--- src/rtl/basic_computer_pkg.sv ---
// Shared constants for the basic-computer control path: widths, opcodes and timing indices.
package basic_computer_pkg;

  localparam int SC_W = 4;
  localparam int OP_W = 3;

  localparam logic [2:0] OP_AND = 3'd0;
  localparam logic [2:0] OP_ADD = 3'd1;
  localparam logic [2:0] OP_LDA = 3'd2;
  localparam logic [2:0] OP_STA = 3'd3;
  localparam logic [2:0] OP_BUN = 3'd4;
  localparam logic [2:0] OP_BSA = 3'd5;
  localparam logic [2:0] OP_ISZ = 3'd6;
  localparam logic [2:0] OP_IOR = 3'd7;

  localparam int T0_IDX  = 0;
  localparam int T1_IDX  = 1;
  localparam int T2_IDX  = 2;
  localparam int T3_IDX  = 3;
  localparam int T4_IDX  = 4;
  localparam int T5_IDX  = 5;
  localparam int T6_IDX  = 6;
  localparam int T7_IDX  = 7;
  localparam int T8_IDX  = 8;
  localparam int T9_IDX  = 9;
  localparam int T10_IDX = 10;
  localparam int T11_IDX = 11;
  localparam int T12_IDX = 12;
  localparam int T13_IDX = 13;
  localparam int T14_IDX = 14;
  localparam int T15_IDX = 15;

endpackage

--- src/rtl/onehot_dec.sv ---
// Purely combinational binary to one-hot decoder.
module onehot_dec #(
  parameter int IN_W = 4
) (
  input  logic [IN_W-1:0]      in_val,
  output logic [(2**IN_W)-1:0] out_onehot
);

  always_comb begin
    out_onehot         = '0;
    out_onehot[in_val] = 1'b1;
  end

endmodule

--- src/rtl/timing_sequencer.sv ---
// Timing-and-control front end: S, SC, R and latched decode, plus fetch/interrupt strobes.
module timing_sequencer
  import basic_computer_pkg::*;
#(
  parameter int SC_W = basic_computer_pkg::SC_W,
  parameter int OP_W = basic_computer_pkg::OP_W
) (
  input  logic                  clk,
  input  logic                  rst_n,
  input  logic                  start,
  input  logic                  halt_req,
  input  logic                  sc_clr,
  input  logic [OP_W-1:0]       ir_op,
  input  logic                  ir_i,
  input  logic                  ien,
  input  logic                  fgi,
  input  logic                  fgo,
  output logic                  running,
  output logic [(2**SC_W)-1:0]  T,
  output logic [(2**OP_W)-1:0]  D,
  output logic                  I,
  output logic                  R,
  output logic                  ar_ld_pc,
  output logic                  ir_ld_mem,
  output logic                  pc_inc,
  output logic                  ar_ld_ir,
  output logic                  ar_clr,
  output logic                  tr_ld_pc,
  output logic                  mem_wr_tr,
  output logic                  pc_clr,
  output logic                  ien_clr,
  output logic                  sc_overrun
);

  localparam logic [SC_W-1:0] SC_MAX = '1;

  logic                 s_q, s_d;
  logic [SC_W-1:0]      sc_q, sc_d;
  logic                 r_q, r_d;
  logic [(2**OP_W)-1:0] d_q, d_d;
  logic                 i_q, i_d;
  logic                 ovr_q, ovr_d;

  logic [(2**SC_W)-1:0] t_raw;
  logic [(2**SC_W)-1:0] t_act;
  logic [(2**OP_W)-1:0] op_onehot;
  logic                 fetch_decode_end;

  onehot_dec #(.IN_W(SC_W)) u_t_dec (.in_val(sc_q),  .out_onehot(t_raw));
  onehot_dec #(.IN_W(OP_W)) u_d_dec (.in_val(ir_op), .out_onehot(op_onehot));

  assign t_act            = s_q ? t_raw : '0;
  assign fetch_decode_end = !r_q && t_act[T2_IDX];

  always_comb begin
    s_d   = s_q;
    sc_d  = sc_q + 1'b1;
    r_d   = r_q;
    d_d   = d_q;
    i_d   = i_q;
    ovr_d = ovr_q;

    if (halt_req && s_q)
      s_d = 1'b0;
    else if (start && !s_q)
      s_d = 1'b1;

    // Interrupt cycle ends on its own at RT2, regardless of sc_clr.
    if (!s_q || halt_req)
      sc_d = '0;
    else if (sc_clr)
      sc_d = '0;
    else if (r_q && t_act[T2_IDX])
      sc_d = '0;
    else if (sc_q == SC_MAX) begin
      sc_d  = '0;
      ovr_d = 1'b1;
    end

    if (s_q && !r_q && !(t_act[T0_IDX] | t_act[T1_IDX] | t_act[T2_IDX])
        && ien && (fgi | fgo))
      r_d = 1'b1;
    else if (r_q && t_act[T2_IDX])
      r_d = 1'b0;

    if (fetch_decode_end) begin
      d_d = op_onehot;
      i_d = ir_i;
    end
  end

  always_ff @(posedge clk or negedge rst_n) begin
    if (!rst_n) begin
      s_q   <= 1'b0;
      sc_q  <= '0;
      r_q   <= 1'b0;
      d_q   <= '0;
      i_q   <= 1'b0;
      ovr_q <= 1'b0;
    end else begin
      s_q   <= s_d;
      sc_q  <= sc_d;
      r_q   <= r_d;
      d_q   <= d_d;
      i_q   <= i_d;
      ovr_q <= ovr_d;
    end
  end

  assign running    = s_q;
  assign T          = t_act;
  assign D          = d_q;
  assign I          = i_q;
  assign R          = r_q;
  assign sc_overrun = ovr_q;

  assign ar_ld_pc  = !r_q && t_act[T0_IDX];
  assign ir_ld_mem = !r_q && t_act[T1_IDX];
  assign pc_inc    = (!r_q && t_act[T1_IDX]) || (r_q && t_act[T2_IDX]);
  assign ar_ld_ir  = !r_q && t_act[T2_IDX];
  assign ar_clr    = r_q && t_act[T0_IDX];
  assign tr_ld_pc  = r_q && t_act[T0_IDX];
  assign mem_wr_tr = r_q && t_act[T1_IDX];
  assign pc_clr    = r_q && t_act[T1_IDX];
  assign ien_clr   = r_q && t_act[T2_IDX];

endmodule

--- config.mk ---
export PLATFORM = sky130hd
export DESIGN_NAME = timing_sequencer
export DESIGN_NICKNAME = d
export VERILOG_FILES = /design/src/rtl/basic_computer_pkg.sv /design/src/rtl/onehot_dec.sv /design/src/rtl/timing_sequencer.sv
export SDC_FILE = /design/constraint.sdc
export NUM_CORES = 1
export LEC_CHECK = 0
export CAP_MARGIN = 30
export CORE_MARGIN = 5
export CORE_UTILIZATION = 30
export CTS_CLUSTER_DIAMETER = 200
export DETAILED_ROUTE_END_ITERATION = 7
export HOLD_SLACK_MARGIN = 0.08
export REMOVE_ABC_BUFFERS = 1
export SLEW_MARGIN = 20
export SYNTH_ARGS = -nofsm -noshare
export SYNTH_HDL_FRONTEND = slang
export SYNTH_SLANG_ARGS = --single-unit
--- constraint.sdc ---
create_clock -name clk -period 4 [get_ports clk]
set_clock_uncertainty 0.05 [all_clocks]
set_input_delay 0.8 -clock clk [delete_from_list [all_inputs] [get_ports clk]]
set_output_delay 0.8 -clock clk [all_outputs]
set_load 0.005 [all_outputs]
==> flow_summary.toml, run 1 <==
[cts]
cts-root-buf = "clkbuf_4"
post_cts_buffers = 0
cts_resized = 0
cts-hold-fix-buffers = 0
clkLatencyLatePin_ns = 0.27
path_clk_slew_ns = 0.08
cts_tree = "yes"
clock-sinks = 16
clockBufferDepth = 2
numCtsBuffers = 3
htreeDepth = 1

[synthesis]
syn_area_per_cell_sq_um = 9.834
yosysTopAreaCell = "dfrtp_1"
ys_seq_area_share_pct = 40.71
netlist_instances = 100
ys_ff_latch = 16
netlist.area_leader.share_pct = 40.71
ys_warn_count = 0
syn-cell-area_sq_um = 983.4
ys_types = 32
synthTopCellsByArea = "dfrtp_1 (41%), mux2_1 (6.9%), nor2_1 (6.1%)"

[final_layout]
diodes = 0
layout_common_cells = "clkdlybuf4s50_1 (48), dfrtp_1 (16), nor2_1 (16)"
final_nets = 164
layout_commonest_cell = "clkdlybuf4s50_1"
area_delta_synth_final_pct = 53.18
drive_above_1_share_pct = 6.164
nFillCells = 325
fin_cells = 190
final_util_pct = 48.55

[route]
drtIter0Drc = 24
m1WireLength_um = 1011
vias = 859
dr.pass1.iters = 4
routed_via_density = 4.521
met2_length_um = 1339
finalWirelength_um = 2445
wl_met3_um = 75
antenna_left = 0
detail_route.wl_per_cell_um = 12.87
top_layer = "met4"
drcViolationCount = 0

[status]
outcome = "completed"

[pwr]
ir_drop_uv = 185.0
powerDensity_mw_per_mm2 = 221.2
leakage_nw = 0.6599
power_mw = 0.3333

[place]
post-place-ws_ns = 1.224
placedCellCount = 187
gp_congestion = 0.7176
post-dp-hpwl_um = 2044
io_buffers = 48

[grt]
antenna_found_initial = 0
grt_first_pass_wirelength_um = 4140
grt_pass1_vias = 852
grt_overflow = 0
track_usage_pct = 11.74
grt_start_max_net_pins = 17

[critical_path]
critical-path-top-delay-family = "simple AND/OR/NAND/NOR gates"
start_kind = "register"
cpPeakStageDelay_ns = 0.46
cp_cell_sequence = "inv_1 > ha_1 > and4bb_1 > and2_1 > or2_1 > clkdlybuf4s50_1"
cp_max_fo = 6
crit_arrival_ns = 2.22
setup.worst_path.class = "register to output port"
crit_slowest_cell = "dfrtp_1"
critPathRequiredTime_ns = 3.15
worst-path-buf-inv = 2
ff2ff_setup_slack_ns = 2.36
cp-end-kind = "output port"

[timing]
finalSetupTns_ns = 0
slew_violations = 0
maxSlewHeadroom_pct = 53.11
setup_viol = 0
period_share_pct = 76.80
final_hold_viol_count = 0
fin_ws_ns = 0.9280
fmax_ghz = 0.3255
rsz0062_at_grt = "false"
worst_pin_slew_ns = 0.7011
fin_crit_ns = 3.072

[hold_path]
holdCritPathClass = "register to register"

[die]
core.rowCount = 20
initial_core_util_pct = 31.69
core-area_sq_mm = 0.003103
boundaryPins = 49
die_h_um = 67.26
die_area_sq_mm = 0.004523
die_x_um = 67.26

[run]
max-cap-violations = 0
==> worst paths after layout <==
kind,from,to,cells after the start
worst max-delay path,sc_q[0]$_DFF_PN0_,pc_inc,6
worst min-delay path,sc_overrun$_DFFE_PN0P_,sc_overrun$_DFFE_PN0P_,1
worst max register to register,sc_q[0]$_DFF_PN0_,D[4]$_DFFE_PN0P_,4
worst min register to register,sc_overrun$_DFFE_PN0P_,sc_overrun$_DFFE_PN0P_,1
max in group asynchronous,rst_n,D[7]$_DFFE_PN0P_,1
min in group asynchronous,rst_n,I$_DFFE_PN0P_,1
==> cell type report <==
class,instances,area (sq um),share of cell area [%]
timing repair buffer,48,480.5,31.89
multi-input combinational,70,514.2,34.14
inverter,9,33.78,2.243
tap,44,55.05,3.654
clock buffer,3,22.52,1.495
sequential,16,400.4,26.58
==> layer usage <==
layer  up-vias  track usage [%]
met4         0            1.519
met2        14            20.74
met3         2            2.995
li1        428                -
met5         -                0
met1       415            14.69
==> registers in the layout, indices dropped and copies added, names as in the netlist <==
register and flops:
R 1, I 1, sc_overrun 1, D 8, running 1, sc_q 4
==> Yosys cell counts (all sizes together) <==
| cell type | n |
|---|---|
| nor3 | 1 |
| nand2b | 1 |
| ha | 4 |
| and2 | 3 |
| nor2 | 17 |
| nand4bb | 2 |
| buf | 5 |
| or2 | 1 |
| nand3 | 2 |
| nand4 | 1 |
| or3b | 1 |
| a31oi | 1 |
| o21bai | 1 |
| a31o | 1 |
| a21oi | 2 |
| and3 | 5 |
| mux2i | 1 |
| o21ai | 1 |
| mux2 | 9 |
| nand2 | 6 |
| nand4b | 1 |
| and4bb | 1 |
| xnor2 | 1 |
| and3b | 1 |
| o211a | 1 |
| dfrtp | 16 |
| inv | 9 |
| nor3b | 5 |
==> metrics by stage <==
step | area, sq um | hold slack [ns]
floorplan | 948.4 | 0.4178
global placement | 1484 | 0.4221
detailed placement | 1484 | 0.4137
CTS | 1506 | 0.4376
global route | 1506 | 0.4761
finish | 1506 | 0.4308
==> power by group <==
| part | leakage [nW] | internal (mW) | switching, mW |
|---|---|---|---|
| clock | 0.0138 | 0.0348 | 0.0442 |
| sequential | 0.209 | 0.170 | 0.0114 |
| combinational | 0.437 | 0.0473 | 0.0256 |
| total | 0.660 | 0.252 | 0.0811 |
==> cell families after synthesis <==
logic type,share of synthesized area (%)
adder cells (fa/ha/maj),5.089
buffers and inverters,6.997
flip-flops,40.71
AND/OR/NAND/NOR,30.15
AO/OA/AOI/OAI,4.835
XOR/XNOR,0.8907
multiplexers,11.32
==> worst register-to-register path, cell delays in order, from the launching register on <==
cell and delay, ns:
dfrtp_1 0.45, inv_1 0.12, ha_1 0.28, nand4b_4 0.24, mux2_1 0.38
Note: power is estimated with default switching activity, not from simulation.
==> inputs of run 2 (changes only) <==
--- a/config.mk
+++ b/config.mk
@@ -11,6 +11,7 @@
 export CTS_CLUSTER_DIAMETER = 200
 export DETAILED_ROUTE_END_ITERATION = 7
 export HOLD_SLACK_MARGIN = 0.08
+export PLACE_DENSITY = 0.65
 export REMOVE_ABC_BUFFERS = 1
 export SLEW_MARGIN = 20
 export SYNTH_ARGS = -nofsm -noshare
==> constraint.sdc (replaced) <==
create_clock -name clk -period 2.7 [get_ports clk]
set_clock_uncertainty 0.05 [all_clocks]
set_input_delay 0.54 -clock clk [delete_from_list [all_inputs] [get_ports clk]]
set_output_delay 0.54 -clock clk [all_outputs]
set_load 0.005 [all_outputs]
==> run 2 against run 1 <==
Compared with the run above:
- combinational power is 59% higher
- non-clock buffer count is 4 higher
- total power is 50% higher
- via count is 1.2% higher
- critical path depth is 1 lower
- die area stayed put
- cell count is 2.1% higher
- sequential power is 46% higher
- critical path type unchanged
- largest power group unchanged
==> flow_summary.toml, run 2 (synthesis gave the netlist of run 1 again) <==
[status]
outcome = "completed"

[timing]
period_share_pct = 95.79
finalSetupTns_ns = 0
maxSlewHeadroom_pct = 50.65
fin_crit_ns = 2.586
slew_violations = 0
setup_viol = 0
final_hold_viol_count = 0
rsz0062_at_grt = "false"
fmax_ghz = 0.3866
worst_hold_slack_ns = 0.4311
fin_ws_ns = 0.1137
worst_pin_slew_ns = 0.7380

[cts]
path_clk_slew_ns = 0.09
clkLatencyLatePin_ns = 0.27
htreeDepth = 1
numCtsBuffers = 3
cts-root-buf = "clkbuf_4"
clock-sinks = 16
clockBufferDepth = 2
cts-hold-fix-buffers = 0
cts_tree = "yes"

[final_layout]
layout_common_cells = "clkdlybuf4s50_1 (48), dfrtp_1 (16), nor2_1 (16)"
drive_above_1_share_pct = 9.333
diodes = 0
fin_area_sq_mm = 0.001539
fin_cells = 194
final_util_pct = 49.60
nFillCells = 320
final_nets = 168
area_delta_synth_final_pct = 56.49
layout_commonest_cell = "clkdlybuf4s50_1"
largest_reg_flops = 8

[grt]
grt_first_pass_wirelength_um = 4229
grt_start_max_net_pins = 17
antenna_found_initial = 0
grt_overflow = 0
track_usage_pct = 12.00
grt_pass1_vias = 886

[route]
vias = 869
finalWirelength_um = 2578
routed_via_density = 4.479
antenna_left = 0
drcViolationCount = 0
detail_route.wl_per_cell_um = 13.29
dr.pass1.iters = 4
drtIter0Drc = 14

[place]
post-dp-hpwl_um = 2103
placedCellCount = 190
gp_congestion = 0.7599
post-place-ws_ns = 0.2431
io_buffers = 48
post_dp_cell_area_sq_mm = 0.001506

[die]
boundaryPins = 49
core-area_sq_mm = 0.003103
die_area_sq_mm = 0.004523
core.rowCount = 20
die_h_um = 67.26
initial_core_util_pct = 31.69
die_x_um = 67.26

[critical_path]
rr_startpoint = "running$_DFFE_PN0P_"
crit_arrival_ns = 2.00
ff2ff_setup_slack_ns = 1.01
setup.worst_path.class = "register to output port"
cp-end-kind = "output port"
cp_max_fo = 5
critPathRequiredTime_ns = 2.11
start_kind = "register"
reg2reg_depth = 4
r2r_end = "sc_q[0]$_DFF_PN0_"

[pwr]
power_mw = 0.4994
p_int_mw = 0.3766
p_clk_share_pct = 23.8
p_sw_mw = 0.1229
pwr-share-comb_pct = 23.2
ir_drop_uv = 205.1
leakage_nw = 0.6782
power_frac_seq_pct = 53.0
swShare_pct = 24.60
powerDensity_mw_per_mm2 = 324.5

[hold_path]
hold_path_startpoint = "sc_overrun$_DFFE_PN0P_"
hold_end = "sc_overrun$_DFFE_PN0P_"
hold_depth = 1
holdCritPathClass = "register to register"

[run]
max-cap-violations = 0
## run 2: cell types whose count changed in the layout (fill, tap and decap cells not counted)
cell,delta
buf_4,+4
ha_1,-1
ha_2,+1
## run 2: power groups by stage
stage,Combinational [mW],Sequential [mW],Clock (mW)
after global routing,0.126,0.267,0.135
after detailed placement,0.116,0.271,0
after floorplan,0.0328,0.271,0
final,0.116,0.265,0.119
after global placement,0.114,0.270,0
after CTS,0.118,0.265,0.126
## run 2: metal layers
metal / wire length (um) / share of wire [%] / vias to the layer above / global-route usage [%]
met4: 36 / 1.4 / 0 / 2.785
li1: - / - / 437 / -
met1: 1040 / 40 / 416 / 13.32
met5: 0 / 0 / - / 0
met2: 1428 / 55 / 12 / 22.94
met3: 73 / 2.8 / 4 / 2.662
## run 2: layout make-up
class | count | area, sq um | area share (%)
Timing Repair Buffer | 52 | 510.5 | 33.17
Tap cell | 44 | 55.05 | 3.577
Sequential cell | 16 | 400.4 | 26.02
Clock buffer | 3 | 22.52 | 1.463
Inverter | 9 | 33.78 | 2.195
Multi-Input combinational cell | 70 | 516.7 | 33.58
## run 2: worst max path at each step
stage	startpoint	endpoint	slack, ns	cells after the start
floorplan	sc_q[0]$_DFF_PN0_	pc_inc	0.71	5
global placement	sc_q[0]$_DFF_PN0_	pc_inc	0.27	6
detailed placement	sc_q[0]$_DFF_PN0_	pc_inc	0.24	6
CTS	sc_q[1]$_DFF_PN0_	pc_inc	0.03	5
global route	sc_q[1]$_DFF_PN0_	pc_inc	0.007	5
finish	sc_q[1]$_DFF_PN0_	pc_inc	0.11	5
## run 2: critical path, cell delays in order (launching register included)
cell	delay [ns]
dfrtp_1	0.44
ha_2	0.24
and4bb_1	0.23
and2_1	0.16
or2_1	0.21
clkdlybuf4s50_1	0.44
## run 2: what timing repair did
action	CTS	global route
gates resized for setup	0	1
pin swaps	0	0
buffers inserted	1	0
endpoints found under the setup margin	1	1
==> inputs of run 3 (changes only) <==
--- a/config.mk
+++ b/config.mk
@@ -7,11 +7,11 @@
 export LEC_CHECK = 0
 export CAP_MARGIN = 30
 export CORE_MARGIN = 5
-export CORE_UTILIZATION = 30
+export CORE_UTILIZATION = 36
 export CTS_CLUSTER_DIAMETER = 200
 export DETAILED_ROUTE_END_ITERATION = 7
 export HOLD_SLACK_MARGIN = 0.08
-export PLACE_DENSITY = 0.65
+export PLACE_DENSITY = 0.76
 export REMOVE_ABC_BUFFERS = 1
 export SLEW_MARGIN = 20
 export SYNTH_ARGS = -nofsm -noshare
==> run 3 against run 2 <==
Compared with the run above:
- sequential power about the same
- setup slack better by 0.023 ns
- fmax up 0.91%
- via count up 1.5%
- sequential cell count unchanged
- critical endpoint unchanged
==> flow_summary.toml, run 3 (synthesis gave the netlist of run 1 again) <==
[status]
outcome = "completed"

[cts]
numCtsBuffers = 3
clock-sinks = 16
clockBufferDepth = 2
htreeDepth = 1
path_clk_slew_ns = 0.08
cts_tree = "yes"
clkLatencyLatePin_ns = 0.28
cts-root-buf = "clkbuf_4"
cts-hold-fix-buffers = 0

[pwr]
p_sw_mw = 0.1241
p_clk_share_pct = 23.6
pwr-share-comb_pct = 23.6
power_frac_seq_pct = 52.9
powerDensity_mw_per_mm2 = 321.4
swShare_pct = 24.68
leakage_nw = 0.6810
power_mw = 0.5030
p_int_mw = 0.3789
ir_drop_uv = 266.6

[route]
drtIter0Drc = 27
routed_via_density = 4.846
finalWirelength_um = 2408
detail_route.wl_per_cell_um = 13.23
drcViolationCount = 0
vias = 882
dr.pass1.iters = 4
antenna_left = 0

[critical_path]
crit_slowest_cell = "clkdlybuf4s50_1"
cpPeakStageDelay_ns = 0.49
crit_arrival_ns = 1.97
cp-end-kind = "output port"
critPathRequiredTime_ns = 2.11
cp_cell_sequence = "inv_1 > ha_4 > and4bb_1 > and2_1 > or2_1 > clkdlybuf4s50_1"
start_kind = "register"
setup.worst_path.class = "register to output port"
worst-path-buf-inv = 2
critical-path-top-delay-family = "buffers and inverters"
cp_max_fo = 5

[place]
post-place-ws_ns = 0.2224
gp_congestion = 0.7734
post-dp-hpwl_um = 1974
post_dp_cell_area_sq_mm = 0.001490
placedCellCount = 177
io_buffers = 48

[final_layout]
layout_common_cells = "clkdlybuf4s50_1 (48), nor2_1 (15), dfrtp_1 (13)"
diodes = 0
layout_commonest_cell = "clkdlybuf4s50_1"
largest_reg_flops = 8
drive_above_1_share_pct = 13.91
fin_cells = 182
fin_area_sq_mm = 0.001565
final_util_pct = 58.27
area_delta_synth_final_pct = 59.16
final_nets = 169

[die]
die_area_sq_mm = 0.003877
initial_core_util_pct = 36.61
die_h_um = 62.27
boundaryPins = 49
die_x_um = 62.27
core-area_sq_mm = 0.002686
core.rowCount = 19

[grt]
antenna_found_initial = 0
grt_start_max_net_pins = 17
grt_overflow = 0
grt_pass1_vias = 878
grt_first_pass_wirelength_um = 4002
track_usage_pct = 12.43

[timing]
slew_violations = 0
period_share_pct = 94.92
fmax_ghz = 0.3902
maxSlewHeadroom_pct = 51.89
final_hold_viol_count = 0
fin_ws_ns = 0.1371
fin_crit_ns = 2.563
worst_pin_slew_ns = 0.7194
worst_hold_slack_ns = 0.4341
setup_viol = 0
finalSetupTns_ns = 0

[run]
max-cap-violations = 0

[hold_path]
holdCritPathClass = "register to register"
==> run 3: power by group through the flow <==
stage / combinational (mW) / clock [mW] / sequential [mW]
detailed placement: 0.115 / 0 / 0.271
floorplan: 0.0328 / 0 / 0.271
global placement: 0.112 / 0 / 0.270
finish: 0.119 / 0.119 / 0.266
global route: 0.129 / 0.141 / 0.269
CTS: 0.117 / 0.127 / 0.266
==> run 3: metal layers <==
layer	track usage, %	up-vias	routed length, um	share of wire, %
met5	0	-	0	0
met4	0.7958	0	0	0
met3	5.766	0	149	6.2
met2	22.80	18	1342	56
met1	13.54	423	916	38
li1	-	441	-	-
==> run 3: cell type report <==
type	count	area, sq um
inverter	9	33.78
fill	240	1121
sequential	16	404.1
timing repair buffer	53	518.0
clock buffer	3	22.52
tap	31	38.79
multi-input combinational	70	548.0
==> run 3: worst register-to-register path: stages, from the launching register on <==
cell	delay [ns]
dfrtp_1	0.42
buf_4	0.19
nor2_4	0.14
nand4b_4	0.12
buf_4	0.19
mux2_1	0.32
==> run 3: path summary, 6_finish.rpt <==
path                                   startpoint  slack (ns)                     end  depth (start not counted)
max reg2reg                     sc_q[2]$_DFF_PN0_        1.15        D[2]$_DFFE_PN0P_                          5
min reg2reg                sc_overrun$_DFFE_PN0P_        0.43  sc_overrun$_DFFE_PN0P_                          1
max                             sc_q[0]$_DFF_PN0_        0.14                  pc_inc                          6
max in group asynchronous                   rst_n        1.46       sc_q[1]$_DFF_PN0_                          1
min in group asynchronous                   rst_n        0.63        D[1]$_DFFE_PN0P_                          1
min                        sc_overrun$_DFFE_PN0P_        0.43  sc_overrun$_DFFE_PN0P_                          1
==> run 3: repair_timing <==
item,CTS,global route
setup buffers,1,1
resized for setup,1,7
endpoints found under the setup margin,1,3
pin swaps,0,1
